==> src/rtl/mcp3008_responder.sv <==
// MCP3008-style SPI responder: decodes start/SGL/D2..D0 and returns a null bit plus an N-bit result, MSB first.
// Define MCP3008_LSB_TAIL_EN to repeat B1..B(N-1) LSB-first after B0, as the real device does.
module mcp3008_responder #(
  parameter int CHANNELS = 8,
  parameter int N        = 10
) (
  input  logic                       SCLK,
  input  logic                       reset_n,
  input  logic                       CS_n,
  input  logic                       DIN,
  input  logic [CHANNELS-1:0][N-1:0] chan_data,
  output logic                       DOUT,
  output logic                       DOUT_en,
  output logic [2:0]                 req_chan,
  output logic                       req_sgl,
  output logic                       sample_strobe,
  output logic                       frame_err
);

`ifdef MCP3008_LSB_TAIL_EN
  localparam bit TAIL_EN = 1'b1;
`else
  localparam bit TAIL_EN = 1'b0;
`endif

  localparam int            CW     = $clog2(2 * N + 1);
  localparam logic [CW-1:0] N_C    = CW'(N);
  localparam logic [CW-1:0] LAST_C = CW'(2 * N);

  typedef enum logic [2:0] {IDLE, CMD, SAMPLE, DATA, TAIL} state_e;

  state_e        state_q, state_d;
  logic [CW-1:0] cnt_q, cnt_d;
  logic [3:0]    cmd_q, cmd_d;
  logic [N-1:0]  shreg_q, shreg_d;
  logic [2:0]    req_chan_q, req_chan_d;
  logic          req_sgl_q, req_sgl_d;
  logic          strobe_q, strobe_d;
  logic          err_q, err_d;
  logic          active_q, active_d;
  logic          dout_q, dout_d;
  logic          dout_en_q, dout_en_d;

  logic [7:0][N-1:0] chan_ext;
  logic [2:0]        pos_idx, neg_idx;
  logic [N-1:0]      pos_val, neg_val, result;
  logic [N:0]        diff;

  // Missing channels read as 0; IN+ index is D2..D0 in both modes, IN- is its pair partner.
  always_comb begin
    chan_ext                 = '0;
    chan_ext[CHANNELS-1:0]   = chan_data;
    pos_idx                  = cmd_q[2:0];
    neg_idx                  = {cmd_q[2:1], ~cmd_q[0]};
    pos_val                  = chan_ext[pos_idx];
    neg_val                  = chan_ext[neg_idx];
    diff                     = {1'b0, pos_val} - {1'b0, neg_val};
    if (cmd_q[3])     result = pos_val;
    else if (diff[N]) result = '0;
    else              result = diff[N-1:0];
  end

  // NOTE: every _d starts from its hold value so no path leaves it unassigned (no latch).
  always_comb begin
    state_d    = state_q;
    cnt_d      = cnt_q;
    cmd_d      = cmd_q;
    shreg_d    = shreg_q;
    req_chan_d = req_chan_q;
    req_sgl_d  = req_sgl_q;
    strobe_d   = 1'b0;
    err_d      = 1'b0;
    if (CS_n) begin
      state_d = IDLE;
      cnt_d   = '0;
      err_d   = (state_q == CMD) || (state_q == SAMPLE) || (state_q == DATA);
    end else begin
      unique case (state_q)
        IDLE: if (DIN) begin
          state_d = CMD;
          cnt_d   = '0;
        end
        CMD: begin
          cmd_d = {cmd_q[2:0], DIN};
          cnt_d = cnt_q + 1'b1;
          if (cnt_q == CW'(3)) state_d = SAMPLE;
        end
        SAMPLE: begin
          shreg_d    = result;
          strobe_d   = 1'b1;
          req_chan_d = cmd_q[2:0];
          req_sgl_d  = cmd_q[3];
          cnt_d      = '0;
          state_d    = DATA;
        end
        DATA: begin
          cnt_d = cnt_q + 1'b1;
          if (cnt_q == N_C - 1'b1) state_d = TAIL;
        end
        TAIL: if (cnt_q != LAST_C) cnt_d = cnt_q + 1'b1;
        default: state_d = IDLE;
      endcase
    end
    active_d = (state_d == DATA) || (state_d == TAIL);
  end

  // Falling edge: cnt=0 is the null bit, cnt=k drives B(N-k); B0 lands in TAIL at cnt=N.
  always_comb begin
    dout_d    = 1'b0;
    dout_en_d = active_q;
    for (int i = 0; i < N; i++) begin
      if (state_q == DATA && cnt_q == CW'(N - i)) dout_d = shreg_q[i];
      if (state_q == TAIL && cnt_q == CW'(N + i) && (i == 0 || TAIL_EN)) dout_d = shreg_q[i];
    end
  end

  // NOTE: state flops use non-blocking assignment only; the shift register is reset with the rest so DOUT is defined.
  always_ff @(posedge SCLK or negedge reset_n) begin
    if (!reset_n) begin
      state_q    <= IDLE;
      cnt_q      <= '0;
      cmd_q      <= '0;
      shreg_q    <= '0;
      req_chan_q <= '0;
      req_sgl_q  <= 1'b0;
      strobe_q   <= 1'b0;
      err_q      <= 1'b0;
      active_q   <= 1'b0;
    end else begin
      state_q    <= state_d;
      cnt_q      <= cnt_d;
      cmd_q      <= cmd_d;
      shreg_q    <= shreg_d;
      req_chan_q <= req_chan_d;
      req_sgl_q  <= req_sgl_d;
      strobe_q   <= strobe_d;
      err_q      <= err_d;
      active_q   <= active_d;
    end
  end

  always_ff @(negedge SCLK or negedge reset_n) begin
    if (!reset_n) begin
      dout_q    <= 1'b0;
      dout_en_q <= 1'b0;
    end else begin
      dout_q    <= dout_d;
      dout_en_q <= dout_en_d;
    end
  end

  // Gating with the rising-edge active flag lets CS_n release the bus on the same rising edge.
  assign DOUT          = dout_q & active_q;
  assign DOUT_en       = dout_en_q & active_q;
  assign req_chan      = req_chan_q;
  assign req_sgl       = req_sgl_q;
  assign sample_strobe = strobe_q;
  assign frame_err     = err_q;

endmodule

==> config.mk <==
export PLATFORM = sky130hd
export DESIGN_NAME = mcp3008_responder
export DESIGN_NICKNAME = d
export VERILOG_FILES = /design/src/rtl/mcp3008_responder.sv
export SDC_FILE = /design/constraint.sdc
export NUM_CORES = 1
export LEC_CHECK = 0
export BUFFER_PORTS_ARGS = -buffer_cell sky130_fd_sc_hd__buf_2
export CORE_UTILIZATION = 47
export DETAILED_ROUTE_END_ITERATION = 10
export HOLD_SLACK_MARGIN = 0.03
export PLACE_DENSITY = 0.77
export SLEW_MARGIN = 20
export SYNTH_ARGS = -nofsm -noshare
export SYNTH_HDL_FRONTEND = slang
export SYNTH_SLANG_ARGS = --single-unit
==> constraint.sdc <==
create_clock -name SCLK -period 2.85 [get_ports SCLK]
set_input_delay 0.57 -clock SCLK [delete_from_list [all_inputs] [get_ports SCLK]]
set_output_delay 0.57 -clock SCLK [all_outputs]
set_load 0.1 [all_outputs]
Word-level counts from Yosys, hierarchy flattened
Cells that the tools add are included.
- flip-flop bits (word level): 31
- logic and storage cells: 87
- $add $sub $neg: 2
- reductions and logical operators: 20
- magnitude comparators: 2
- eq/ne operators: 19
- mux-type cells: 29
- bitwise gates (word level): 4
- operators by type and width (kind ; count):
    10-bit binary-select mux with 3-bit select ; 2
    10-bit 2-to-1 mux ; 4
    5-bit by 3-bit == test with 1-bit output, second input constant ; 4
    5-bit one-hot mux with 4 select lines ; 1
    5-bit by 4-bit == test with 1-bit output, second input constant ; 3
    5-bit 2-to-1 mux ; 3
    3-bit one-hot mux with 5 select lines ; 1
    1-bit 2-to-1 mux ; 14
    3-bit 2-to-1 mux ; 4
    1-bit logical AND ; 11
    10-bit by 10-bit subtractor with 11-bit output ; 1
    5-bit by 2-bit == test with 1-bit output, second input constant ; 2
    3-bit by 2-bit == test with 1-bit output, second input constant ; 3
    3-bit by 4-bit < comparator with 1-bit output, second input constant ; 2
    3-bit == test, second input constant ; 2
    3-bit != test, second input constant ; 2
    5-bit by 1-bit adder with 5-bit output, second input constant ; 1
    5-bit by 1-bit == test with 1-bit output, second input constant ; 1
    5-bit != test, second input constant ; 1
    5-bit nonzero test ; 1
    2-bit AND reduction ; 2
    3-bit by 1-bit == test with 1-bit output, second input constant ; 1
    3-bit zero test ; 1
    1-bit logical OR ; 3
    other kinds (4) ; 6

Logic depth before layout (Yosys ltp)
- depth after elaboration: 13
- depth in mapped cells: 13

==> metrics <==
vias in the first global route between 2000 and 3000; Die H 78.9 um; pwr dens between 1000 and 1500 mW/mm^2; placed standard-cell area between 0.003 and 0.004 sq mm; die area 0.00622 sq mm; fin. max-slew vios 0; slew margin rel. 0.580; critical path startpoint category flop; #FFs+latches synth 31; post-synth net total approximately 370; IO Pins between 90 and 100; DRT antenna net count 0; area of the multi-input gates 0.00225 sq mm; placer congestion estimate about 0.95; Final #Nets a little over 500; final worst-path cycle share 1.12; synthesized cell area about 0.0028 sq mm; Avg Cell Area, Syn 10.4 sq um; Final min period ~3200 ps; Via Count around 3000; Req. time, crit path 3030 ps; worst-path fanout max 7; first-pass GRT wire length approximately 14000 um; RSZ-0062 raised after global routing yes; grt ovf 0; critical path class reg -> reg; Clock Path Buffers 2; final-report hold violation count 0; leakage slightly below 2 nW; final std cells w/o fill slightly below 500; Core ar. about 0.0056 sq mm; CTS tree done; WL final approximately 10000 um; Iter 0 DRT Violations approximately 250; top cell type's share of synthesized area 0.261; Worst-Skew Late Latency ~300 ps; post-route cell area between 0.004 and 0.005 sq mm; H-tree depth 2; largest net degree at the start of global routing 27; synthesis-to-finish area growth 55.8%; wire per inst between 20 and 25 um; Worst-Margin Slew roughly 630 ps; CTS Sinks 31; CP Capture Type flop; Layout Utilization 0.772; # placed instances 470; layout cells sized above 1 0.607; initial antenna violation count 0; status finished with violations; Diodes inserted 0; Die Span X slightly below 80 um; Yosys warnings 0; port bufs ~90; number of synthesized flops with an enable pin 0; pre-CTS worst setup slack -258 ps; FF/Latch Area between 700 and 800 sq um; FFs w/ async S/R, synth 1.00; failing checks negative setup slack; Seq/Total Area, Yosys 0.279; via/cell ratio 6.15; DRC 0; Synth area leaders dfrtp_1, mux4_2, ha_1; Primary FF master, synth dfrtp_1; Row Count 27; CTS Root Cell clkbuf_8; FMAX roughly 310 MHz; Cell variety after synth 57; crit path DAT approximately 3400 ps; Yosys top cell by area dfrtp_1; Hold Crit Class in -> async; # hold bufs at CTS 0; Fillers between 300 and 400; total CTS buffers 5; VDD IR max 0.712 mV; Detailed Routing Iterations Pass 1 4; clock-pin slew on the worst setup and hold paths around 70 ps; final worst slack -332 ps; initial cell density of the core 0.495; Worst Clk Skew between 9 and 10 ps; Syn Inst Count between 200 and 300; Hold Slack between 100 and 150 ps; Post-DP HPWL 5880 um; final setup vio count 13; total track usage 0.301; Max-Cap Viols 0
-- layout by cell type (no fill, tap or decap), drive strengths merged, types with 3 or more instances in the layout --
master  instances
o211ai          3
a21oi          16
nor2           25
o21a            4
buf           157
clkbuf          8
mux2           18
o31ai           3
nand2          15
a31oi           4
nand3           5
nor2b           5
dfrtp          29
xnor2           4
a22oi           8
ha             14
mux4           20
inv            10
nor3            3
mux2i          10
o21ai          12
nand2b          5
and2            3
a211oi          3
-- layer usage --
metal / vias up / global-route usage / routed length, um
met5: - / 0 / 0
li1: 1316 / - / -
met3: 52 / 0.0621 / 709
met4: 0 / 0.160 / 707
met2: 193 / 0.509 / 4920
met1: 1447 / 0.361 / 3640
-- per-stage QoR --
stage | power, mW | TNS [ps]
2_1_floorplan | 2.42 | -250
3_3_place_gp | 3.34 | -1330
3_5_place_dp | 3.43 | -2390
4_1_cts | 4.20 | -1340
5_1_grt | 5.17 | -3850
6_report | 4.93 | -2860
-- registers in the layout, summed over array words and instances (netlist names) --
| name | cells |
|---|---|
| active_q | 1 |
| cmd_q | 4 |
| cnt_q | 5 |
| dout_en_q | 1 |
| dout_q | 1 |
| frame_err | 1 |
| req_chan | 3 |
| req_sgl | 1 |
| sample_strobe | 1 |
| shreg_q | 10 |
| state_q | 3 |
-- power by group --
part / internal [mW] / leakage, nW / switching (mW)
combinational: 2.08 / 1.48 / 1.90
clock: 0.220 / 0.0515 / 0.177
sequential: 0.483 / 0.407 / 0.0699
-- cells in the mapped netlist, drive strengths merged (2+ instances only) --
master and number:
a31oi 4, a21oi 16, nand2b 5, mux4 20, a22oi 8, nor2b 5, a21o 2, o21ai 12
dfrtn 2, xnor2 4, nand4b 2, and3 2, dfrtp 29, a2111oi 2, a211oi 3, ha 14
nand3 5, o211ai 3, inv 10, nor4b 2, buf 7, nor3 3, xor2 2, nor2 25
clkbuf 9, nand2 15, and2 3, mux2i 10, nand3b 2, o21a 4, o31ai 3, mux2 18
-- worst paths after layout --
path                                  start           to  slack, ps  cells after the start
worst max-delay path               cmd_q[1]   shreg_q[2]       -330                     13
worst min-delay path                reset_n   state_q[1]        140                      1
worst max register to register     cmd_q[1]   shreg_q[2]       -330                     13
worst min register to register  req_chan[1]  req_chan[1]        490                      1
max in group asynchronous           reset_n    dout_en_q       1130                      1
min in group SCLK               req_chan[1]  req_chan[1]        490                      1
-- layout make-up --
cell class,instances,area share
tap,72,0.0208
inverter,10,0.00925
timing repair buffer,157,0.248
sequential,31,0.180
clock buffer,8,0.0231
multi-input combinational,211,0.519
-- worst max-delay path: stages, from the launching register on --
cell and delay (ps):
dfrtp_1 370, buf_12 140, buf_12 140, mux4_2 590, mux2_4 360, inv_2 80
fa_2 230, nor2b_4 60, o21ai_4 190, nand3_2 90, o31a_1 320, buf_4 170
a22oi_2 210, a21oi_2 90
-- kinds of logic (layout without fill, tap and decap cells) --
family	count (synthesis)	count (layout)	synth area share
compound gates	66	66	0.164
xor+xnor	6	6	0.0189
fa+ha+maj	15	15	0.0703
buf+inv	26	175	0.0460
flops	31	31	0.279
mux	48	48	0.275
simple gates	76	76	0.146
-- repair_timing --
item | CTS | global route
endpoints found under the setup margin | 13 | 13
buffers inserted | 4 | 7
gates resized for setup | 33 | 42
pin swaps | 13 | 14
Note: power is estimated with default switching activity, not from simulation.
